[src/rtl/alu_pkg.sv]
// Shared ALU definitions: operation encodings and control width.
package alu_pkg;

  localparam int ALU_CTRL_W = 3;
  localparam int ALU_DATA_W = 32;

  typedef enum logic [ALU_CTRL_W-1:0] {
    ALU_ADD = 3'b000,
    ALU_SUB = 3'b001,
    ALU_AND = 3'b010,
    ALU_OR  = 3'b011,
    ALU_SLT = 3'b101
  } alu_op_e;

  // Encodings outside the enum produce a zero result with the zero flag set.
  function automatic logic is_defined_op(input logic [ALU_CTRL_W-1:0] ctrl);
    case (ctrl)
      ALU_ADD, ALU_SUB, ALU_AND, ALU_OR, ALU_SLT: is_defined_op = 1'b1;
      default:                                    is_defined_op = 1'b0;
    endcase
  endfunction

endpackage

[src/rtl/alu.sv]
// 32-bit combinational ALU with zero and signed-overflow flags.
module alu
  import alu_pkg::*;
(
  input  logic [ALU_DATA_W-1:0] a,
  input  logic [ALU_DATA_W-1:0] b,
  input  logic [ALU_CTRL_W-1:0] alu_control,
  output logic [ALU_DATA_W-1:0] result,
  output logic                  zero,
  output logic                  overflow
);

  logic [ALU_DATA_W-1:0] sum;
  logic [ALU_DATA_W-1:0] diff;
  logic                  lt_signed;

  assign sum       = a + b;
  assign diff      = a - b;
  assign lt_signed = $signed(a) < $signed(b);

  always_comb begin
    result   = '0;
    overflow = 1'b0;
    case (alu_control)
      ALU_ADD: begin
        result   = sum;
        overflow = (a[ALU_DATA_W-1] == b[ALU_DATA_W-1]) &&
                   (sum[ALU_DATA_W-1] != a[ALU_DATA_W-1]);
      end
      ALU_SUB: begin
        result   = diff;
        overflow = (a[ALU_DATA_W-1] != b[ALU_DATA_W-1]) &&
                   (diff[ALU_DATA_W-1] != a[ALU_DATA_W-1]);
      end
      ALU_AND: result = a & b;
      ALU_OR:  result = a | b;
      ALU_SLT: result = {{(ALU_DATA_W-1){1'b0}}, lt_signed};
      default: result = '0;
    endcase
  end

  assign zero = (result == '0);

endmodule

[src/rtl/rr_arbiter.sv]
// Round-robin arbiter: grants the first requester after the last winner, cyclically.
module rr_arbiter #(
  parameter int N     = 2,
  parameter int IDX_W = $clog2(N)
) (
  input  logic             clk,
  input  logic             rst_n,
  input  logic [N-1:0]     req,
  input  logic             advance,
  output logic [N-1:0]     gnt,
  output logic [IDX_W-1:0] idx
);

  logic [IDX_W-1:0] ptr;
  logic             found;
  int               cand;

  // Pointer resets to the last index so requester 0 has first priority.
  always_ff @(posedge clk or negedge rst_n) begin
    if (!rst_n) begin
      ptr <= IDX_W'(N-1);
    end else if (advance) begin
      ptr <= idx;
    end
  end

  always_comb begin
    gnt   = '0;
    idx   = '0;
    found = 1'b0;
    cand  = 0;
    for (int k = 1; k <= N; k++) begin
      cand = (int'(ptr) + k) % N;
      if (!found && req[IDX_W'(cand)]) begin
        gnt[IDX_W'(cand)] = 1'b1;
        idx               = IDX_W'(cand);
        found             = 1'b1;
      end
    end
  end

endmodule

[src/rtl/alu_share_arb.sv]
// Shares one ALU among N_REQ requesters; each requester owns a 1-deep response slot.
module alu_share_arb
  import alu_pkg::*;
#(
  parameter int N_REQ  = 2,
  parameter int DATA_W = 32,
  parameter int CTRL_W = ALU_CTRL_W
) (
  input  logic                    clk,
  input  logic                    rst_n,
  input  logic [N_REQ-1:0]        req_valid,
  output logic [N_REQ-1:0]        req_ready,
  input  logic [N_REQ*DATA_W-1:0] req_a,
  input  logic [N_REQ*DATA_W-1:0] req_b,
  input  logic [N_REQ*CTRL_W-1:0] req_ctrl,
  output logic [N_REQ-1:0]        rsp_valid,
  input  logic [N_REQ-1:0]        rsp_ready,
  output logic [N_REQ*DATA_W-1:0] rsp_rslt,
  output logic [N_REQ-1:0]        rsp_zero,
  output logic [N_REQ-1:0]        rsp_ovf,
  output logic                    busy
);

  localparam int IDX_W = $clog2(N_REQ);

  if (DATA_W != ALU_DATA_W) begin : g_bad_data_w
    $error("alu_share_arb: DATA_W must be 32 to match alu");
  end
  if (CTRL_W != ALU_CTRL_W) begin : g_bad_ctrl_w
    $error("alu_share_arb: CTRL_W must be 3 to match alu");
  end
  if (N_REQ < 2 || N_REQ > 8) begin : g_bad_n_req
    $error("alu_share_arb: N_REQ must be in 2..8");
  end

  logic [N_REQ-1:0]  eligible;
  logic [N_REQ-1:0]  gnt;
  logic [IDX_W-1:0]  gnt_idx;
  logic              any_gnt;
  logic [DATA_W-1:0] alu_a;
  logic [DATA_W-1:0] alu_b;
  logic [CTRL_W-1:0] alu_ctrl;
  logic [DATA_W-1:0] alu_rslt;
  logic              alu_zero;
  logic              alu_ovf;

  // A full slot being drained this cycle can accept a new result at the same edge.
  assign eligible = req_valid & (~rsp_valid | rsp_ready);
  assign any_gnt  = |gnt;

  rr_arbiter #(
    .N     (N_REQ),
    .IDX_W (IDX_W)
  ) u_arb (
    .clk     (clk),
    .rst_n   (rst_n),
    .req     (eligible),
    .advance (any_gnt),
    .gnt     (gnt),
    .idx     (gnt_idx)
  );

  assign req_ready = gnt & {N_REQ{rst_n}};

  always_comb begin
    alu_a    = '0;
    alu_b    = '0;
    alu_ctrl = '0;
    if (any_gnt) begin
      alu_a    = req_a[int'(gnt_idx)*DATA_W +: DATA_W];
      alu_b    = req_b[int'(gnt_idx)*DATA_W +: DATA_W];
      alu_ctrl = req_ctrl[int'(gnt_idx)*CTRL_W +: CTRL_W];
    end
  end

  alu u_alu (
    .a           (alu_a),
    .b           (alu_b),
    .alu_control (alu_ctrl),
    .result      (alu_rslt),
    .zero        (alu_zero),
    .overflow    (alu_ovf)
  );

  always_ff @(posedge clk or negedge rst_n) begin
    if (!rst_n) begin
      rsp_valid <= '0;
      rsp_rslt  <= '0;
      rsp_zero  <= '0;
      rsp_ovf   <= '0;
    end else begin
      for (int i = 0; i < N_REQ; i++) begin
        if (gnt[i]) begin
          rsp_valid[i]                   <= 1'b1;
          rsp_rslt[i*DATA_W +: DATA_W]   <= alu_rslt;
          rsp_zero[i]                    <= alu_zero;
          rsp_ovf[i]                     <= alu_ovf;
        end else if (rsp_ready[i]) begin
          rsp_valid[i] <= 1'b0;
        end
      end
    end
  end

  assign busy = (|req_valid) | (|rsp_valid);

`ifndef SYNTHESIS
  a_ready_onehot: assert property (@(posedge clk) disable iff (!rst_n)
    $onehot0(req_ready));

  // A stalled requester must keep its operands stable until accepted or withdrawn.
  for (genvar g = 0; g < N_REQ; g++) begin : g_stable_chk
    a_req_stable: assert property (@(posedge clk) disable iff (!rst_n)
      (req_valid[g] && !req_ready[g]) |=>
        (!req_valid[g] ||
         ($stable(req_a[g*DATA_W +: DATA_W]) &&
          $stable(req_b[g*DATA_W +: DATA_W]) &&
          $stable(req_ctrl[g*CTRL_W +: CTRL_W]))));
  end
`endif

endmodule

[config.mk]
export PLATFORM = sky130hd
export DESIGN_NAME = alu_share_arb
export DESIGN_NICKNAME = d
export VERILOG_FILES = /design/src/rtl/alu_pkg.sv /design/src/rtl/alu.sv /design/src/rtl/rr_arbiter.sv /design/src/rtl/alu_share_arb.sv
export SDC_FILE = /design/constraint.sdc
export NUM_CORES = 1
export LEC_CHECK = 0
export CAP_MARGIN = 20
export CORE_MARGIN = 2
export CORE_UTILIZATION = 40
export CTS_CLUSTER_SIZE = 40
export DETAILED_ROUTE_END_ITERATION = 10
export PLACE_DENSITY = 0.69
export RECOVER_POWER = 25
export SETUP_SLACK_MARGIN = 0.15
export SLEW_MARGIN = 0
export SYNTH_ARGS = -nofsm -noshare
export SYNTH_HDL_FRONTEND = slang
export SYNTH_SLANG_ARGS = --single-unit
[constraint.sdc]
create_clock -name clk -period 9.4 [get_ports clk]
set_input_delay 1.88 -clock clk [delete_from_list [all_inputs] [get_ports clk]]
set_output_delay 1.88 -clock clk [all_outputs]
set_load 0.02 [all_outputs]
==> impl_metrics.csv, run 1 <==
group,metric,value,unit
routing,routed-via-count,7753,
run,cap_violations,1,
routing,routed_wl,22.9,mm
finish,multi_input_area,5580,sq um
timing,finalWorstSetupSlack,2230,ps
timing,tightest_slew,1920,ps
worst_setup_path,start_kind,"input port",
timing,fin_crit_sh,0.762,
logic_synthesis,ys.warnings.count,0,
logic_synthesis,synth_area_per_cell,6.96,sq um
status,outcome,"finished with violations",
status,violations,"capacitance limit, slew limit",
finish,diodes,0,
worst_setup_path,required,9560,ps
worst_setup_path,cp-endpoint,"rsp_zero[0]",
power,peakVddDrop,97.2,uV
worst_setup_path,r2r_slack,3860,ps
timing,hold_viol,0,
global_routing,first_global_vias,7300,
finish,finish.utilization,0.473,
clocking,cts_tree,"built",
floorplan,fp.dieH,138,um
floorplan,die_w,138,um
power,leakage,4.09,nW
floorplan,rows,49,
clocking,cts_buffers,5,
worst_setup_path,end_kind,"flip-flop",
finish,layout-drive-gt1-share,0.0416,
timing,maxSlewHeadroom,-0.277,
clocking,cts.sinks,36,
finish,post-route-cell-area,8440,sq um
placement,place_area,8300,sq um
worst_setup_path,worstSetupPathType,"in -> reg",
timing,finalSetupViolCount,0,
worst_setup_path,reg2regPathDepth,17,
timing,tns,0,ps
logic_synthesis,synth.ff_latch_count,36,
global_routing,grt_pass1_wl,36.9,mm
global_routing,antenna_found_initial,0,
routing,vias_per_cell,5.81,
placement,port-buffer-count,108,
finish,syn_to_final_growth,16.8,%
clocking,cts.path.max_buffers,2,
logic_synthesis,synth_edf_count,0,
worst_setup_path,arrival,7330,ps
logic_synthesis,syn_area,7220,sq um
routing,drt_iter0_markers,726,
placement,dp_slack,2050,ps
worst_hold_path,holdCritPathClass,"reg -> reg",
routing,drc,0,
global_routing,grt_max_degree,60,
clocking,worstSkewPairLatency,280,ps
power,power_density,43.8,nW/um^2
clocking,clk_pin_slew,50,ps
clocking,htreeDepth,2,
floorplan,num_io_pins,213,
placement,gp_congestion,0.976,
logic_synthesis,yosysSeqAreaShare,0.125,
worst_setup_path,cp-startpoint,"req_valid[0]",
timing,fin_crit,7170,ps
floorplan,die_area,19100,sq um
finish,seqCellArea,902,sq um
routing,drtAntennaViolNets,0,
timing,rsz0062_at_grt,"no",
finish,nFillCells,1854,
clocking,cts_setup_buffers,0,
placement,dp_hpwl,17.9,mm
floorplan,start_util,0.405,
global_routing,overflow,0,
clocking,cts_hold_buf,0,
global_routing,grt.total_usage,0.229,
timing,fin_worst_skew,4.03,ps
finish,layout_commonest_cell,"nand2_1",
finish,nNetsFinal,1342,
timing,fmax,140,MHz
routing,drt_pre_antenna_iters,5,
finish,layout_common_cells,"nand2_1, clkdlybuf4s50_1, inv_1",
worst_hold_path,worstHoldPathCells,2,
clocking,clockRootBuffer,"clkbuf_16",
floorplan,core_area,17800,sq um
timing,maxSlewViolCount,38,
logic_synthesis,synth-main-ff-cell,"dfrtp_1",
worst_setup_path,timing.rr.start,"u_arb.ptr",
logic_synthesis,synth.distinct_cells,85,
worst_setup_path,path_max_fanout,24,
logic_synthesis,synth_cells,1038,
routing,wl_per_cell,17.1,um
clocking,post_cts_resized,0,
worst_setup_path,rr_endpoint,"rsp_zero[0]",
logic_synthesis,synthArstFlopShare,1.00,
power,finalPower,0.000369,W
critical path, cell delays in order:
cell and delay, ps:
clkdlybuf4s50_1 530, and2_1 480, buf_4 390, and3_1 240, inv_1 70, ha_1 230
fa_1 440, nand2b_1 200, a2111o_1 470, a21oi_1 330, a41oi_1 190, o41ai_1 560
mux2i_1 140, o21ai_0 480, nor2_1 70, and4_1 200, and4_1 190, a41o_1 220
how the worst min path moves through the flow:
stage | startpoint | end | slack [ps]
global placement | rsp_rslt[1] | rsp_rslt[1] | 460
finish | rsp_rslt[17] | rsp_rslt[17] | 470
detailed placement | rsp_rslt[28] | rsp_rslt[28] | 460
CTS | rsp_rslt[28] | rsp_rslt[28] | 480
floorplan | u_arb.ptr | u_arb.ptr | 470
global route | rsp_rslt[28] | rsp_rslt[28] | 490
metal layers:
| layer | part of all wire | GRT usage | vias to the layer above |
|---|---|---|---|
| li1 | - | - | 3766 |
| met1 | 0.46 | 0.323 | 3591 |
| met2 | 0.45 | 0.380 | 352 |
| met3 | 0.068 | 0.0187 | 44 |
| met4 | 0.021 | 0.0559 | 0 |
| met5 | 0 | 0 | - |
report_power, final:
| group | total [W] | internal [W] | switching (W) |
|---|---|---|---|
| combinational | 0.0000577 | 0.0000292 | 0.0000285 |
| clock | 0.000156 | 0.0000977 | 0.0000584 |
| sequential | 0.000155 | 0.000155 | 0 |
| total | 0.000369 | 0.000282 | 0.0000869 |
final cells by class:
cell class | count | area share
sequential | 36 | 0.107
timing repair buffer | 118 | 0.136
tap | 229 | 0.0340
inverter | 103 | 0.0458
clock buffer | 7 | 0.0157
clock inverter | 1 | 0.000593
multi-input combinational | 840 | 0.661
cell families (layout without fill, tap and decap cells):
group,after synthesis,after routing,synth area share
XOR/XNOR,5,5,0.00606
multiplexers,14,14,0.0198
flip-flops,36,36,0.125
AND/OR/NAND/NOR,360,360,0.238
AO/OA/AOI/OAI,327,327,0.317
buffers and inverters,197,229,0.122
adder cells (fa/ha/maj),98,98,0.172
other,1,36,0.000519
stage by stage:
stage | hold slack [ps] | cells
after detailed placement | 465 | 1326
after floorplan | 468 | 1073
final | 473 | 1334
after global placement | 461 | 1326
after global routing | 486 | 1334
after CTS | 477 | 1334
flip-flops by register name (all words and copies together), names as in the netlist:
register / count
u_arb.ptr: 1
rsp_valid: 1
rsp_ovf: 1
rsp_rslt: 32
rsp_zero: 1
cell usage after synthesis (all sizes together), types with 8 or more instances:
| cell type | n | area (sq um) |
|---|---|---|
| nand3 | 18 | 90.1 |
| inv | 103 | 387 |
| o31ai | 14 | 110 |
| and2 | 9 | 57.6 |
| dfrtp | 35 | 876 |
| o21ai | 64 | 320 |
| nor2b | 13 | 81.3 |
| o21a | 9 | 67.6 |
| a211oi | 24 | 185 |
| and3 | 43 | 269 |
| o211ai | 8 | 60.1 |
| a31oi | 9 | 62.6 |
| nand2 | 124 | 465 |
| a221o | 8 | 80.1 |
| clkbuf | 49 | 184 |
| buf | 45 | 314 |
| a21oi | 78 | 394 |
| nand2b | 11 | 68.8 |
| o221ai | 10 | 93.8 |
| or3 | 8 | 50.1 |
| nor2 | 82 | 308 |
| a21o | 15 | 113 |
| nor3 | 21 | 105 |
| o311ai | 8 | 87.6 |
| ha | 96 | 1200 |
| mux2i | 12 | 120 |
No activity file was read; power rests on OpenSTA's default activity.
==> run 2, diff against run 1 <==
Settings changed: PLACE_DENSITY 0.69 to 0.72.
Clock period 9.4 ns to 6.1 ns, I/O delays scaled along.
==> impl_metrics.csv, run 2 (synthesized netlist as in run 1, its figures left out) <==
group,metric,value,unit
power,leakage,4.34,nW
finish,diodes,0,
worst_setup_path,crit_chain,"clkdlybuf4s50_1 > nand2_1 > nor2_4 > buf_12 > nand2_1 > ha_1 > o211a_1 > o31ai_1 > buf_4 > a31oi_2 > a21oi_1 > nor2b_1 > o21a_1 > o32a_1 > a2111oi_0 > buf_4 > and4_1 > and4_1 > a41o_1",
run,cap_violations,1,
status,violations,"capacitance limit, slew limit",
clocking,htreeDepth,2,
timing,maxSlewHeadroom,-0.220,
clocking,clk_pin_slew,50,ps
placement,dp_hpwl,19.3,mm
floorplan,die_area,19100,sq um
clocking,cts_buffers,5,
timing,fin_crit_sh,0.934,
worst_setup_path,cp_slowest_cell,"clkdlybuf4s50_1",
timing,fin_crit,5700,ps
routing,drt_iter0_markers,720,
routing,drc,0,
clocking,cts_tree,"built",
floorplan,num_io_pins,213,
routing,routed_wl,23.9,mm
power,peakVddDrop,155,uV
worst_setup_path,required,6310,ps
timing,tns,0,ps
finish,nNetsFinal,1391,
clocking,cts.path.max_buffers,2,
floorplan,start_util,0.405,
worst_setup_path,reg2regPathDepth,18,
worst_setup_path,end_kind,"flip-flop",
global_routing,overflow,0,
finish,layout-drive-gt1-share,0.0823,
worst_setup_path,start_kind,"input port",
routing,vias_per_cell,5.68,
worst_hold_path,worstHoldPathCells,2,
clocking,cts_hold_buf,0,
worst_hold_path,holdCritPathClass,"reg -> reg",
worst_setup_path,r2r_slack,1390,ps
global_routing,grt.total_usage,0.243,
placement,port-buffer-count,108,
timing,fin_worst_skew,2.88,ps
timing,rsz0062_at_grt,"no",
timing,finalSetupViolCount,0,
worst_setup_path,worstSetupPathType,"in -> reg",
finish,regMostFlops,"rsp_rslt",
floorplan,die_w,138,um
clocking,post_cts_resized,0,
finish,syn_to_final_growth,22.4,%
worst_setup_path,slowest_delay,550,ps
routing,routed-via-count,7852,
power,finalPower,0.000613,W
finish,layout_common_cells,"nand2_1, clkdlybuf4s50_1, inv_1",
timing,hold_viol,0,
worst_setup_path,crit_buf_inv,4,
global_routing,grt_max_degree,57,
finish,largest_reg_flops,32,
routing,drtAntennaViolNets,0,
global_routing,antenna_found_initial,0,
worst_setup_path,critical_path_depth,19,
global_routing,grt_pass1_wl,39.0,mm
global_routing,first_global_vias,7484,
worst_setup_path,path_max_fanout,16,
clocking,clockRootBuffer,"clkbuf_16",
worst_setup_path,critical_path.top_delay_family,"compound AO/OA/AOI/OAI gates",
finish,layout_commonest_cell,"nand2_1",
floorplan,core_area,17800,sq um
routing,wl_per_cell,17.3,um
placement,gp_congestion,0.956,
clocking,cts_setup_buffers,0,
routing,drt_pre_antenna_iters,5,
worst_setup_path,arrival,5910,ps
timing,maxSlewViolCount,37,
placement,place_area,8680,sq um
clocking,cts.sinks,36,
timing,tightest_slew,1830,ps
status,outcome,"finished with violations",
floorplan,rows,49,
finish,post-route-cell-area,8840,sq um
floorplan,fp.dieH,138,um
timing,fmax,175,MHz
power,power_density,69.3,nW/um^2
clocking,worstSkewPairLatency,280,ps
[run 2: report_power, final]
group          switching [W]  leakage (nW)  internal (W)
clock              0.0000926        0.0808      0.000192
combinational      0.0000441          3.76     0.0000449
sequential                 0         0.500      0.000239
[run 2: layout make-up]
class | instances | area (sq um)
tap | 229 | 287
multi-input combinational | 840 | 5570
inverter | 103 | 387
clock inverter | 2 | 35.0
timing repair buffer | 167 | 1530
sequential | 36 | 902
clock buffer | 6 | 129
fill | 1798 | 9000
[run 2: final timing paths]
kind	end	from
max in group asynchronous	rsp_rslt[15]	rst_n
max reg2reg	rsp_zero[0]	u_arb.ptr
max	rsp_zero[0]	req_valid[0]
min reg2reg	rsp_rslt[31]	rsp_rslt[31]
min	rsp_rslt[31]	rsp_rslt[31]
min in group asynchronous	rsp_rslt[21]	rst_n
[run 2: worst min-delay path: cells and delay by family (launching register included)]
kind,cells,cell delay [ps]
AND/OR/NAND/NOR,2,100
flip-flops,1,340
[run 2: metal layers]
layer | track usage | vias to the layer above | wire (um) | share of wire
met5 | 0 | - | 0 | 0
met4 | 0.0537 | 0 | 476 | 0.020
met3 | 0.0253 | 33 | 1530 | 0.064
met2 | 0.402 | 289 | 10800 | 0.45
met1 | 0.342 | 3658 | 11100 | 0.46
li1 | - | 3872 | - | -
[run 2: through the flow]
step	utilization	std cells	hold slack [ps]	setup slack (ps)
after floorplan	-	1073	468	1130
after global placement	0.487	1375	462	260
after detailed placement	0.487	1375	467	256
after CTS	0.496	1383	480	506
after global routing	0.496	1383	498	216
final	0.496	1383	472	401
==> edit (settings of run 2) <==
Register the output `rsp_ovf` once more, without a reset; this adds one clock of latency there. The other outputs are not delayed to match.
--- a/src/rtl/alu_share_arb.sv
+++ b/src/rtl/alu_share_arb.sv
@@ -22,6 +22,8 @@
 );
 
   localparam int IDX_W = $clog2(N_REQ);
+
+  logic [N_REQ-1:0] rsp_ovf_s0;
 
   if (DATA_W != ALU_DATA_W) begin : g_bad_data_w
     $error("alu_share_arb: DATA_W must be 32 to match alu");
@@ -87,14 +89,14 @@
       rsp_valid <= '0;
       rsp_rslt  <= '0;
       rsp_zero  <= '0;
-      rsp_ovf   <= '0;
+      rsp_ovf_s0 <= '0;
     end else begin
       for (int i = 0; i < N_REQ; i++) begin
         if (gnt[i]) begin
           rsp_valid[i]                   <= 1'b1;
           rsp_rslt[i*DATA_W +: DATA_W]   <= alu_rslt;
           rsp_zero[i]                    <= alu_zero;
-          rsp_ovf[i]                     <= alu_ovf;
+          rsp_ovf_s0[i]                     <= alu_ovf;
         end else if (rsp_ready[i]) begin
           rsp_valid[i] <= 1'b0;
         end
@@ -119,5 +121,9 @@
   end
 `endif
 
+  always_ff @(posedge clk) begin
+    rsp_ovf <= rsp_ovf_s0;
+  end
+
 endmodule
 
Behaviour: not the same (a bounded check fails within 4 cycles, from zero or initial values and one cycle with rst_n low).
==> edit against run 2 <==
  * The flow still finishes with violations (capacitance limit, slew limit)
  * Total power shrank 5.5%
  * First-iteration DRC count shrank 8.8%
  * Routed wire length grew 18%
  * Setup slack gained 0.085 ns
  * Sequential cell count grew 1
  * Count of clock-buffer cells in the layout is the same
  * Largest cell class unchanged
  * Final area grew 6.9%
  * Area after synthesis grew 5.6%
==> edit: results (changes against run 2) <==
Place
The post-detailed-placement cell area came to 9316 sq um (+7.3%).

STA
The final count of pins violating max slew is 38 (+2.7%). The pin slew with the least headroom to its limit is 1.984 ns (+0.1537 ns). The largest clock skew in the final design is 0.002663 ns (-0.0002165 ns).

Global route
The pin count of the biggest net entering global routing is 51 (-11%). The total routing usage reported by global routing is 27.31% (+3.0 points). The via count of the first global-routing pass is 8305 (+11%). The wire length of the first global-routing pass came to 43990 um (+13%).

Synthesis
The proportion of synthesized flip-flops having asynchronous set or reset came to 97.30% (-2.7 points). The post-synthesis cell type count is 83 (-2.4%). Counting instances in the post-synthesis netlist gives the leading cell types as nand2_1 (132), inv_1 (103), ha_1 (96).

Worst hold path
The worst hold path stage count is 0 (-2). The worst hold path terminates at rsp_ovf[0]$_DFF_P_.

Critical path
The worst register-to-register path begins at rsp_valid[0]$_DFFE_PN0P_. The highest fanout seen on the critical path is 17 (+1). The register-to-register path setup slack is 1.44 ns (+0.05 ns).

Cells and area
The number of filler cells placed in the layout was 1896 (+5.5%). The net count of the finished layout is 1483 (+6.6%).

Pwr
The cell-internal power is 0.0004392 W (-7.7%). The leakage component of the power is 4.837 nW (+11%). The peak ir drop on the vdd network came to 0.1021 mV (-34%).

Detailed routing
The initial DRC count is 657 (-8.8%). The final routed wirelength across all metal layers is 28150 um (+18%). The via density per instance came to 5.884 (+3.6%). The count of TritonRoute iterations in the first routing pass came to 7 (+2).

Run status
The flow ran to the end, but the final reports show violations. The final reports fail on capacitance limit, slew limit.

Job
The count of max-cap constraint violations is 1 (unchanged).
==> edit: cell families after synthesis <==
family | count (synthesis) | share of synthesized area, %
AO/OA/AOI/OAI | 356 | 32.66
XOR/XNOR | 3 | 0.3447
adder cells (fa/ha/maj) | 98 | 16.28
buffers and inverters | 203 | 11.86
flip-flops | 37 | 12.09
multiplexers | 11 | 1.460
other | 1 | 0.04918
AND/OR/NAND/NOR | 395 | 25.25
==> edit: area by class of cell <==
class	instances	area, sq um	area share, %
Sequential cell	37	922.1	9.754
Timing Repair Buffer	199	1770	18.73
Tap cell	234	292.8	3.097
Inverter	103	386.6	4.089
Multi-Input combinational cell	899	5943	62.86
Clock buffer	6	128.9	1.363
Clock inverter	2	10.01	0.1059
==> edit: per-layer routing <==
layer  global-route usage [%]  routed length [um]
met1                    33.63               11530
met2                    49.22               13830
met3                    3.028                1786
met4                    9.526                 994
met5                        0                   0
==> edit: per-stage QoR <==
stage               power [W]  utilization, %  setup slack [ns]  std cells
floorplan           0.0002978               -             1.229       1139
global placement    0.0003357           49.81            0.2710       1472
detailed placement  0.0003358           49.81            0.3005       1472
CTS                 0.0005841           50.55            0.5781       1480
global route        0.0006034           50.54            0.2123       1480
finish              0.0005787           50.54            0.4858       1480
==> edit: power by group through the flow <==
stage | clock, W | sequential (W) | combinational [W]
finish | 0.000247 | 0.000246 | 0.0000863
floorplan | 0 | 0.000250 | 0.0000479
detailed placement | 0 | 0.000250 | 0.0000860
global route | 0.000265 | 0.000245 | 0.0000933
global placement | 0 | 0.000250 | 0.0000859
CTS | 0.000252 | 0.000245 | 0.0000864
